File: src/rtl/serial_adder.sv
// Multi-cycle adder: CHUNK bits per clock, LSB slice first, with registered
// sum, unsigned carry-out and two's-complement overflow.
module serial_adder #(
  parameter int WIDTH = 8,
  parameter int CHUNK = 1
) (
  input  logic             clk,
  input  logic             rst_n,
  input  logic             start,
  input  logic [WIDTH-1:0] in_a,
  input  logic [WIDTH-1:0] in_b,
  input  logic             in_c,
  output logic             busy,
  output logic             out_valid,
  output logic [WIDTH-1:0] out_sum,
  output logic             out_carry,
  output logic             out_ovf
);

  localparam int N  = WIDTH / CHUNK;
  localparam int CW = $clog2(N + 1);

  generate
    if (WIDTH < 2 || CHUNK < 1 || CHUNK > WIDTH || (WIDTH % CHUNK) != 0) begin : g_bad_params
      $error("serial_adder: need WIDTH >= 2, 1 <= CHUNK <= WIDTH, WIDTH divisible by CHUNK");
    end
  endgenerate

  typedef enum logic [1:0] {IDLE, BUSY, DONE} state_t;

  state_t           state, state_nxt;
  logic [WIDTH-1:0] a_q, b_q, psum, psum_nxt;
  logic             carry;
  logic [CW-1:0]    cnt;
  logic [CHUNK:0]   slice;
  logic             last;
  logic             msb_cin;

  // Operands shift right so the active slice is always at bit 0; sum slices
  // enter from the top so the result lands aligned after N steps.
  assign slice    = {1'b0, a_q[CHUNK-1:0]} + {1'b0, b_q[CHUNK-1:0]} + {{CHUNK{1'b0}}, carry};
  assign psum_nxt = WIDTH'({slice[CHUNK-1:0], psum} >> CHUNK);
  assign last     = (cnt == CW'(N - 1));
  // On the last step the top slice holds the operand MSBs.
  assign msb_cin  = a_q[CHUNK-1] ^ b_q[CHUNK-1] ^ slice[CHUNK-1];

  assign busy      = (state == BUSY);
  assign out_valid = (state == DONE);

  always_ff @(posedge clk or negedge rst_n) begin
    if (!rst_n) state <= IDLE;
    else        state <= state_nxt;
  end

  always_comb begin
    state_nxt = state;
    case (state)
      IDLE:    if (start) state_nxt = BUSY;
      BUSY:    if (last)  state_nxt = DONE;
      DONE:    if (start) state_nxt = BUSY;
      default: state_nxt = IDLE;
    endcase
  end

  always_ff @(posedge clk or negedge rst_n) begin
    if (!rst_n) begin
      a_q       <= '0;
      b_q       <= '0;
      psum      <= '0;
      carry     <= 1'b0;
      cnt       <= '0;
      out_sum   <= '0;
      out_carry <= 1'b0;
      out_ovf   <= 1'b0;
    end else begin
      case (state)
        IDLE, DONE: begin
          if (start) begin
            a_q   <= in_a;
            b_q   <= in_b;
            carry <= in_c;
            psum  <= '0;
            cnt   <= '0;
          end
        end
        BUSY: begin
          a_q   <= a_q >> CHUNK;
          b_q   <= b_q >> CHUNK;
          carry <= slice[CHUNK];
          psum  <= psum_nxt;
          if (last) begin
            out_sum   <= psum_nxt;
            out_carry <= slice[CHUNK];
            out_ovf   <= slice[CHUNK] ^ msb_cin;
          end else begin
            cnt <= cnt + CW'(1);
          end
        end
        default: ;
      endcase
    end
  end

endmodule

File: config.mk
export PLATFORM = sky130hd
export DESIGN_NAME = serial_adder
export DESIGN_NICKNAME = d
export VERILOG_FILES = /design/src/rtl/serial_adder.sv
export SDC_FILE = /design/constraint.sdc
export NUM_CORES = 1
export LEC_CHECK = 0
export ABC_CLOCK_PERIOD_IN_PS = 1900
export BUFFER_PORTS_ARGS = -buffer_cell sky130_fd_sc_hd__buf_2
export CORE_MARGIN = 3
export CORE_UTILIZATION = 54
export DETAILED_ROUTE_END_ITERATION = 12
export PLACE_DENSITY = 0.79
export SLEW_MARGIN = 40
export SYNTH_ARGS = -nofsm -noshare
export SYNTH_HDL_FRONTEND = slang
export SYNTH_SLANG_ARGS = --single-unit
File: constraint.sdc
create_clock -name clk -period 1.9 [get_ports clk]
set_clock_uncertainty 0.05 [all_clocks]
set_input_delay 0.38 -clock clk [delete_from_list [all_inputs] [get_ports clk]]
set_output_delay 0.38 -clock clk [all_outputs]
set_load 0.01 [all_outputs]
# Word level (Yosys, flattened, before mapping)
# Index checks and enable logic that the tools add are counted.
totals:
  reg_bits: 41
  in_bits: 20
  output_inout_bits: 12
op_classes:
  addsub: 3
  n_eq_ne: 6
  mux: 14
  n_bitwise: 3
  reduce_logical: 7
op_table:
  columns: ["cell", "n"]
  rows:
  - ["$pmux W8 S2", 3]
  - ["$mux W8", 3]
  - ["$mux W4", 2]
  - ["$pmux W4 S2", 1]
  - ["$reduce_and A2 Y1", 3]
  - ["$add A4 B1 Y4 const B", 1]
  - ["$eq A4 B3 Y1 const B", 1]
  - ["$mux W2", 2]
  - ["$ne A2 B1 Y1 const B", 2]
  - ["$pmux W2 S2", 1]
  - ["$reduce_and A3 Y1", 1]
  - ["$xor A1 B1 Y1", 3]
  - ["$add A1 B1 Y2", 1]
  - ["$add A2 B1 Y2", 1]
  - ["$eq A2 B1 Y1 const B", 1]
  - ["$eq A2 B2 Y1 const B", 1]
  - ["$logic_not A2 Y1", 1]
  - ["$ne A2 B2 Y1 const B", 1]
  - ["$pmux W1 S2", 1]
  - ["$reduce_bool A2 Y1", 1]
  - ["$reduce_or A2 Y1", 1]
  - ["$mux W1", 1]

# Longest topological paths before layout
# Gate-level depths: netlist (run 1).
logic_depth:
  ltp_word: 4
  mapped_depth: 6

# Worst setup path before layout (run 1)
# OpenSTA, ideal clock, no wires.
synth_path:
  path_kind: "reg2reg"
  from: "register a_q[0]"
  to: "register out_ovf"
  setup_ps: 125
  t_arrival_ps: 1494
  slack_ps: 231
  stages_incl_launch_ff: 6
  path_buffers: 0
  cell_sequence: "dfrtp_1 inv_1 fa_1 xor2_1 xnor2_1 mux2_2"
synth_via:
  elab_chain_cells: 4
  word_cells_on_any_way: 5
  classes_between: "add/sub: 2; bitwise: 3"
synth_rtl:
  columns: ["element", "line_no", "rtl"]
  rows:
  - ["from (decl)", "32", "logic [WIDTH-1:0] a_q, b_q, psum, psum_nxt;"]
  - ["from (signal assigned)", "79", "a_q <= in_a;"]
  - ["from (signal assigned)", "87", "a_q <= a_q >> CHUNK;"]
  - ["$add A1 B1 Y2", "41", "assign slice = {1'b0, a_q[CHUNK-1:0]} + {1'b0, b_q[CHUNK-1:0]} + {{CHUNK{1'b0}}, carry};"]
  - ["$add A2 B1 Y2", "41", null]
  - ["$xor A1 B1 Y1", "45", "assign msb_cin = a_q[CHUNK-1] ^ b_q[CHUNK-1] ^ slice[CHUNK-1];"]
  - ["$xor A1 B1 Y1 *", "94", "out_ovf <= slice[CHUNK] ^ msb_cin;"]
  - ["to (signal assigned)", "94", null]
  - ["to (decl)", "17", "output logic out_ovf"]
# Every way passes the cells marked *; elsewhere a longest branch is shown, timed or not.
# A chain may end at the register's enable or synchronous reset.

# Final worst setup path (run 1)
# Ends and elaborated chain as after synthesis.

==> results.json, run 1 <==
{
  "core-area_mm2": 0.003103,
  "ys_seq_elements": 40,
  "synth_edf_count": 0,
  "final_util": 0.6573,
  "viasPerCell": 5.272,
  "fp.dieW_um": 63.56,
  "htree_levels": 2,
  "placed_area_mm2": 0.001957,
  "numClockSinks": 40,
  "hold_slack_ns": 0.02001,
  "syn_to_final_growth_pct": 13.99,
  "drc_errors": 0,
  "rsz0062_at_grt": "no",
  "async_flop_share": 1.000,
  "power.density_mw_per_mm2": 1811,
  "synth_cell_types": 31,
  "start_kind": "flop",
  "layout.cells.most_common_list": "dfrtp_1 (40), nand2_1 (36), buf_2 (31)",
  "drive_above_1_share": 0.2923,
  "seq_area_frac_synth": 0.5594,
  "synthCells": 162,
  "synth-warning-count": 0,
  "final_net_count": 216,
  "critical_path_required_ns": 2.10,
  "chipHeight_um": 63.56,
  "synthFlopType": "dfrtp_1",
  "arrival_ns": 1.99,
  "first_global_vias": 1267,
  "postCtsHoldBufs": 0,
  "hpwl_um": 2344,
  "crit_type": "reg -> reg",
  "dpl_worst_slack_ns": 0.1185,
  "antenna_cells": 0,
  "synth.avg_cell_area_um2": 11.04,
  "drt_wl_total_um": 3266,
  "first_pass_iters": 4,
  "port_buffers": 31,
  "rows": 20,
  "leakage_nw": 1.034,
  "clk-insertion-delay-late_ns": 0.35,
  "stdcell_count": 239,
  "grtUsageTotal": 0.1876,
  "cap_viol_max_count": 0,
  "critPathMaxFanout": 3,
  "setup_viol": 0,
  "grt_max_degree": 41,
  "cts_buffer_depth": 2,
  "finalMaxSlewViolations": 0,
  "setup_slack_ns": 0.1125,
  "root_buffer": "clkbuf_4",
  "holdCritPathClass": "in -> async",
  "synthesis.nets": 184,
  "die_area_mm2": 0.004040,
  "timing.fmax_mhz": 559.4,
  "fin_tns_setup_ns": 0,
  "crit_chain": "inv_1, fa_1, xor2_1, xnor2_1, mux2_2",
  "critPathBufInv": 1,
  "postCtsSetupBuffers": 0,
  "path_depth": 5,
  "gp_routability_congestion": 0.8496,
  "synth_area_mm2": 0.001789,
  "fin_crit_sh": 0.9408,
  "tightest_slew_ns": 0.6941,
  "initial_utilization": 0.5766,
  "dp.cells": 231,
  "fin_total_pwr_mw": 3.692,
  "clk_pin_slew_worst_paths_ns": 0.12,
  "outcome": "finished clean",
  "rr_worst_depth": 5,
  "cp_slowest_cell": "fa_1",
  "antenna_found_initial": 0,
  "ios": 32,
  "drtIter0Drc": 108,
  "final-hold-violation-count": 0,
  "irDropWorstVdd_uv": 733.6,
  "vias": 1260,
  "grt.overflow.total": 0,
  "wl_per_cell_um": 13.67,
  "drtAntennaViolNets": 0,
  "endpoint_kind": "flop",
  "grt_pass1_wl_um": 5768,
  "postLayoutCellArea_mm2": 0.002039,
  "min_period_ns": 1.788,
  "cts_tree": "done",
  "numCtsBuffers": 5,
  "slew_headroom": 0.5372,
  "final_common_cell": "dfrtp_1",
  "crit_family": "adder cells",
  "critPathMaxStageDelay_ns": 0.60
}
## final cells by class
type	instances	area (um^2)
clock inverters	3	42.54
repair buffers	34	177.7
inverters	6	27.53
fillers	256	1064
well taps	44	55.05
flip-flops and latches	40	1001
multi-input cells	107	698.2
clock buffers	5	37.54
## kinds of logic after synthesis
| group | synth area share |
|---|---|
| buffers and inverters | 0.05174 |
| AND/OR/NAND/NOR | 0.1580 |
| flip-flops | 0.5594 |
| adder cells (fa/ha/maj) | 0.01818 |
| XOR/XNOR | 0.01958 |
| AO/OA/AOI/OAI | 0.1147 |
| multiplexers | 0.07832 |
## worst register-to-register path, stage by stage, from the launching register on
cell and delay, ns:
dfrtp_1 0.40, inv_1 0.07, fa_1 0.60, xor2_1 0.21
xnor2_1 0.10, mux2_2 0.27
## flip-flops by register name (all words and copies together) (netlist names)
signal,flops
a_q,8
b_q,8
out_sum,8
psum,7
cnt,4
state,2
carry,1
out_carry,1
out_ovf,1
## cells in the mapped netlist, types with 2 or more instances
master	n	area, um^2
o31ai_1	2	15.01
nor2b_1	2	12.51
dfrtp_1	40	1001
a22o_1	7	61.31
xnor2_1	2	17.52
o21ai_0	2	10.01
xor2_1	2	17.52
nor2_1	14	52.55
mux2i_1	5	50.05
nand2_1	36	135.1
buf_4	2	15.01
inv_1	5	18.77
nand2b_1	2	12.51
a31oi_1	14	87.58
buf_2	4	20.02
mux2_2	8	90.09
## report_power, final
| part | internal [mW] | switching [mW] | total, mW |
|---|---|---|---|
| sequential | 1.25 | 0.253 | 1.50 |
| combinational | 0.725 | 0.916 | 1.64 |
| clock | 0.274 | 0.274 | 0.548 |
## worst paths after layout
check | start | to | slack (ns)
max | a_q[0]$_DFFE_PN0P_ | out_ovf$_DFFE_PN0P_ | 0.11
min | rst_n | out_sum[7]$_DFFE_PN0P_ | 0.02
max reg2reg | a_q[0]$_DFFE_PN0P_ | out_ovf$_DFFE_PN0P_ | 0.11
min reg2reg | out_sum[6]$_DFFE_PN0P_ | out_sum[6]$_DFFE_PN0P_ | 0.47
max in group asynchronous | rst_n | psum[3]$_DFFE_PN0P_ | 1.44
min in group clk | in_a[7] | a_q[7]$_DFFE_PN0P_ | 0.22
## per-layer routing
| metal | vias up | routed length [um] | global-route usage | share of wire |
|---|---|---|---|---|
| met2 | 29 | 1700 | 0.3090 | 0.52 |
| met3 | 4 | 159 | 0.05704 | 0.049 |
| met5 | - | 0 | 0 | 0 |
| li1 | 619 | - | - | - |
| met1 | 608 | 1374 | 0.2324 | 0.42 |
| met4 | 0 | 31 | 0.06739 | 0.0095 |
## timing repair
action / 4_1_cts / 5_1_grt
endpoints found under the setup margin: 0 / 1
hold endpoints to repair: 0 / 0
gates resized for setup: 0 / 1
(Power assumes the default switching activity.)
==> inputs of run 2 (changes only) <==
--- a/config.mk
+++ b/config.mk
@@ -7,8 +7,8 @@
 export LEC_CHECK = 0
-export ABC_CLOCK_PERIOD_IN_PS = 1900
+export ABC_CLOCK_PERIOD_IN_PS = 1600
 export BUFFER_PORTS_ARGS = -buffer_cell sky130_fd_sc_hd__buf_2
 export CORE_MARGIN = 3
-export CORE_UTILIZATION = 54
+export CORE_UTILIZATION = 49
 export DETAILED_ROUTE_END_ITERATION = 12
-export PLACE_DENSITY = 0.79
+export PLACE_DENSITY = 0.75
 export SLEW_MARGIN = 40
==> constraint.sdc (replaced) <==
create_clock -name clk -period 1.6 [get_ports clk]
set_clock_uncertainty 0.05 [all_clocks]
set_input_delay 0.08 -clock clk [delete_from_list [all_inputs] [get_ports clk]]
set_output_delay 0.08 -clock clk [all_outputs]
set_load 0.01 [all_outputs]
==> run 2 against run 1 <==
  * Flip-flop and latch count stayed put
  * Via count is 9.9% higher
  * Largest power group unchanged
  * Cell area is 13% higher
  * Maximum frequency is 8.0% higher
  * Critical endpoint unchanged
  * Highest routed layer unchanged
  * The run now ends with negative setup slack left
  * Register-to-register slack worse by 0.17 ns
==> results.json, run 2 (same netlist as run 1, synthesis figures left out) <==
{
  "sequentialPowerShare": 0.378,
  "setup_slack_ns": -0.05536,
  "grtUsageTotal": 0.1879,
  "irDropWorstVdd_uv": 896.6,
  "r2r-end": "out_ovf$_DFFE_PN0P_",
  "final_net_count": 243,
  "timing.fmax_mhz": 604.1,
  "root_buffer": "clkbuf_4",
  "holdPathEnd": "carry$_DFFE_PN0P_",
  "power.density_mw_per_mm2": 2021,
  "stdcell_count": 268,
  "setup_viol": 1,
  "dp.cells": 239,
  "fin_tns_setup_ns": -0.05536,
  "hold_start": "in_c",
  "fin_crit_sh": 1.035,
  "holdCritPathClass": "in -> reg",
  "hold_slack_ns": 0.03710,
  "arrival_ns": 1.84,
  "swShare": 0.3774,
  "rows": 21,
  "drtIter0Drc": 81,
  "drc_errors": 0,
  "numCtsBuffers": 5,
  "die_area_mm2": 0.004412,
  "hpwl_um": 2296,
  "endpoint_kind": "flop",
  "cts_buffer_depth": 2,
  "grt_max_degree": 41,
  "antenna_found_initial": 0,
  "start_kind": "flop",
  "core-area_mm2": 0.003416,
  "cap_viol_max_count": 0,
  "postLayoutCellArea_mm2": 0.002315,
  "layout.cells.most_common_list": "dfrtp_1 (40), nand2_1 (36), buf_2 (31)",
  "critical_path_required_ns": 1.79,
  "p_sw_mw": 1.766,
  "vias": 1385,
  "antenna_cells": 0,
  "first_global_vias": 1402,
  "clkPwrFrac": 0.136,
  "chipHeight_um": 66.43,
  "finalMaxSlewViolations": 0,
  "violations": "negative setup slack",
  "whs_path_depth": 3,
  "rsz0062_at_grt": "yes",
  "placed_area_mm2": 0.002029,
  "critPathMaxFanout": 2,
  "r2r_slack_ns": -0.06,
  "outcome": "finished with violations",
  "leakage_nw": 1.160,
  "numClockSinks": 40,
  "top_regs": "a_q x8, b_q x8, out_sum x8",
  "viasPerCell": 5.168,
  "final-hold-violation-count": 0,
  "clk_pin_slew_worst_paths_ns": 0.11,
  "htree_levels": 2,
  "first_pass_iters": 4,
  "p_comb_frac": 0.486,
  "final_common_cell": "dfrtp_1",
  "min_period_ns": 1.655,
  "drt_wl_total_um": 3541,
  "rr_startpoint": "a_q[0]$_DFFE_PN0P_",
  "slew_headroom": 0.7240,
  "p_int_mw": 2.913,
  "syn_to_final_growth_pct": 29.37,
  "initial_utilization": 0.5238,
  "cts_tree": "done",
  "crit_type": "reg -> reg",
  "drive_above_1_share": 0.2973,
  "grt_pass1_wl_um": 6154,
  "rr_worst_depth": 5,
  "fp.dieW_um": 66.43,
  "drtAntennaViolNets": 0,
  "tightest_slew_ns": 0.4141,
  "port_buffers": 31,
  "grt.overflow.total": 0,
  "gp_routability_congestion": 0.7744,
  "ios": 32,
  "wl_per_cell_um": 13.21,
  "clk-insertion-delay-late_ns": 0.34
}
-- run 2: metrics by stage --
step / util / total power, mW / setup slack (ns)
2_1_floorplan: - / 3.366 / -0.02849
6_report: 0.6777 / 4.679 / -0.05536
4_1_cts: 0.6747 / 4.679 / -0.05218
3_5_place_dp: 0.5941 / 3.918 / -0.04133
5_1_grt: 0.6777 / 5.063 / -0.1033
3_3_place_gp: 0.5941 / 3.799 / 0.002276
-- run 2: how the worst max path moves through the flow --
stage	slack, ns	startpoint	to	depth (start not counted)
2_1_floorplan	-0.03	b_q[0]$_DFFE_PN0P_	out_ovf$_DFFE_PN0P_	5
3_3_place_gp	0.002	carry$_DFFE_PN0P_	out_ovf$_DFFE_PN0P_	5
3_5_place_dp	-0.04	carry$_DFFE_PN0P_	out_ovf$_DFFE_PN0P_	5
4_1_cts	-0.05	a_q[0]$_DFFE_PN0P_	out_ovf$_DFFE_PN0P_	5
5_1_grt	-0.10	a_q[0]$_DFFE_PN0P_	out_ovf$_DFFE_PN0P_	5
6_report	-0.06	a_q[0]$_DFFE_PN0P_	out_ovf$_DFFE_PN0P_	5
-- run 2: power groups by stage --
stage	logic (mW)	clock network, mW	registers (mW)
floorplan	1.58	0	1.79
global placement	2.05	0	1.75
detailed placement	2.13	0	1.79
CTS	2.25	0.660	1.77
global route	2.53	0.701	1.84
finish	2.27	0.637	1.77
-- run 2: final cells by class --
cell class,count,area (um^2)
clock inverter,2,35.03
clock buffer,6,41.29
multi-input combinational,107,701.9
sequential,40,1001
inverter,6,27.53
tap,46,57.56
fill,282,1101
timing repair buffer,61,450.4
-- run 2: metal layers --
metal,wire (um),vias to the layer above,GRT usage
met5,0,-,0
met4,61,0,0.09645
met3,128,7,0.04422
met2,1841,34,0.3024
met1,1509,678,0.2340
li1,-,666,-
-- run 2: critical path, stage by stage, from the launching register on --
cell     delay (ns)
dfrtp_1        0.38
inv_2          0.04
fa_1           0.57
xor2_1         0.18
xnor2_1        0.08
mux2_4         0.25
-- run 2: what timing repair did --
| action | in CTS | in global routing |
|---|---|---|
| resized for setup | 2 | 1 |
| endpoints found under the setup margin | 1 | 11 |
| setup buffers | 2 | 1 |
| pin swaps | 2 | 0 |
| endpoints found under the hold margin | 57 | 0 |
| hold buffers | 18 | 0 |
==> inputs of run 3 (changes only) <==
Settings changed: SETUP_SLACK_MARGIN from default to 0.02.
==> run 3 against run 2 <==
  * The run still ends with negative setup slack left
  * Utilization unchanged
  * Maximum frequency decreased by 0.12%
  * Flip-flop and latch count unchanged
  * Total power increased by 0.31%
  * Critical path depth unchanged
  * Combinational power about the same
  * Sequential power about the same
  * Die area unchanged
  * Critical path type unchanged
  * Largest cell class unchanged
  * Largest power group unchanged
==> results.json, run 3 (same netlist as run 1, synthesis figures left out) <==
{
  "tightest_slew_ns": 0.4137,
  "min_period_ns": 1.657,
  "rsz0062_at_grt": "yes",
  "numCtsBuffers": 5,
  "vias": 1391,
  "antenna_cells": 0,
  "leakage_nw": 1.157,
  "final_util": 0.6777,
  "power.density_mw_per_mm2": 2028,
  "clk-insertion-delay-late_ns": 0.34,
  "die_area_mm2": 0.004412,
  "rows": 21,
  "dpl_worst_slack_ns": -0.04133,
  "hold_slack_ns": 0.02817,
  "filler_cell_count": 282,
  "fp.dieW_um": 66.43,
  "viasPerCell": 5.190,
  "crit_type": "reg -> reg",
  "holdCritPathClass": "in -> reg",
  "arrival_ns": 1.85,
  "drtIter0Drc": 80,
  "setup_slack_ns": -0.05741,
  "first_global_vias": 1402,
  "violations": "negative setup slack",
  "cap_viol_max_count": 0,
  "drc_errors": 0,
  "grt.overflow.total": 0,
  "final_net_count": 243,
  "initial_utilization": 0.5238,
  "syn_to_final_growth_pct": 29.37,
  "final-hold-violation-count": 0,
  "htree_levels": 2,
  "slew_headroom": 0.7242,
  "layout.cells.most_common_list": "dfrtp_1 (40), nand2_1 (36), buf_2 (31)",
  "cts_tree": "done",
  "grt_pass1_wl_um": 6154,
  "grtUsageTotal": 0.1879,
  "setup_viol": 1,
  "critPathMaxFanout": 2,
  "finalMaxSlewViolations": 0,
  "antenna_found_initial": 0,
  "clk_pin_slew_worst_paths_ns": 0.11,
  "ios": 32,
  "rr_worst_depth": 5,
  "outcome": "finished with violations",
  "first_pass_iters": 4,
  "chipHeight_um": 66.43,
  "port_buffers": 31,
  "irDropWorstVdd_uv": 900.2,
  "hpwl_um": 2296,
  "cts_buffer_depth": 2,
  "core-area_mm2": 0.003416,
  "drive_above_1_share": 0.3063,
  "fin_crit_sh": 1.036,
  "gp_routability_congestion": 0.7744,
  "numClockSinks": 40,
  "root_buffer": "clkbuf_4",
  "whs_path_depth": 3,
  "start_kind": "flop",
  "endpoint_kind": "flop",
  "drtAntennaViolNets": 0,
  "top_regs": "a_q x8, b_q x8, out_sum x8",
  "grt_max_degree": 41,
  "final_common_cell": "dfrtp_1",
  "critical_path_required_ns": 1.79,
  "timing.fmax_mhz": 603.4,
  "wl_per_cell_um": 13.19,
  "drt_wl_total_um": 3536
}
## run 3: layout make-up
class,instances,area (um^2),share of cell area
Multi-Input combinational cell,107,701.9,0.3032
Sequential cell,40,1001,0.4324
Clock inverter,2,35.03,0.01514
Tap cell,46,57.56,0.02486
Clock buffer,6,41.29,0.01784
Timing Repair Buffer,61,450.4,0.1946
Inverter,6,27.53,0.01189
## run 3: stage by stage
step	instance area (um^2)	setup TNS, ns	std cells	total power [mW]
floorplan	1789	-0.02849	162	3.366
global placement	2029	0	239	3.799
detailed placement	2029	-0.04133	239	3.918
CTS	2305	-0.05218	267	4.679
global route	2315	-0.1878	268	5.070
finish	2315	-0.05741	268	4.693
## run 3: metal layers
layer / share of wire / up-vias / GRT usage
li1: - / 667 / -
met3: 0.039 / 9 / 0.04422
met1: 0.41 / 685 / 0.2340
met5: 0 / - / 0
met2: 0.53 / 30 / 0.3024
met4: 0.021 / 0 / 0.09645
## run 3: path summary, 6_finish.rpt
path                                startpoint                  end  slack [ns]
max                         a_q[0]$_DFFE_PN0P_  out_ovf$_DFFE_PN0P_       -0.06
min                                       in_c    carry$_DFFE_PN0P_        0.03
max reg2reg                 a_q[0]$_DFFE_PN0P_  out_ovf$_DFFE_PN0P_       -0.06
min reg2reg                psum[1]$_DFFE_PN0P_  psum[1]$_DFFE_PN0P_        0.46
max in group asynchronous                rst_n   b_q[6]$_DFFE_PN0P_        1.14
min in group asynchronous                rst_n   a_q[5]$_DFFE_PN0P_        0.17
## run 3: critical path, cell delays in order (launching register included)
cell and delay, ns:
dfrtp_1 0.38, inv_2 0.04, fa_1 0.57, xor2_1 0.18, xnor2_1 0.08, mux2_4 0.26
## run 3: repair_timing
action	4_1_cts	5_1_grt
buffers inserted	2	1
setup endpoints to repair	1	12
pin swaps	2	1
resized for setup	2	3
endpoints found under the hold margin	57	0
hold buffers	18	0
## run 3: report_power, final
group | total (mW) | internal (mW) | switching (mW)
logic | 2.28 | 1.10 | 1.18
registers | 1.77 | 1.49 | 0.286
clock network | 0.640 | 0.328 | 0.313
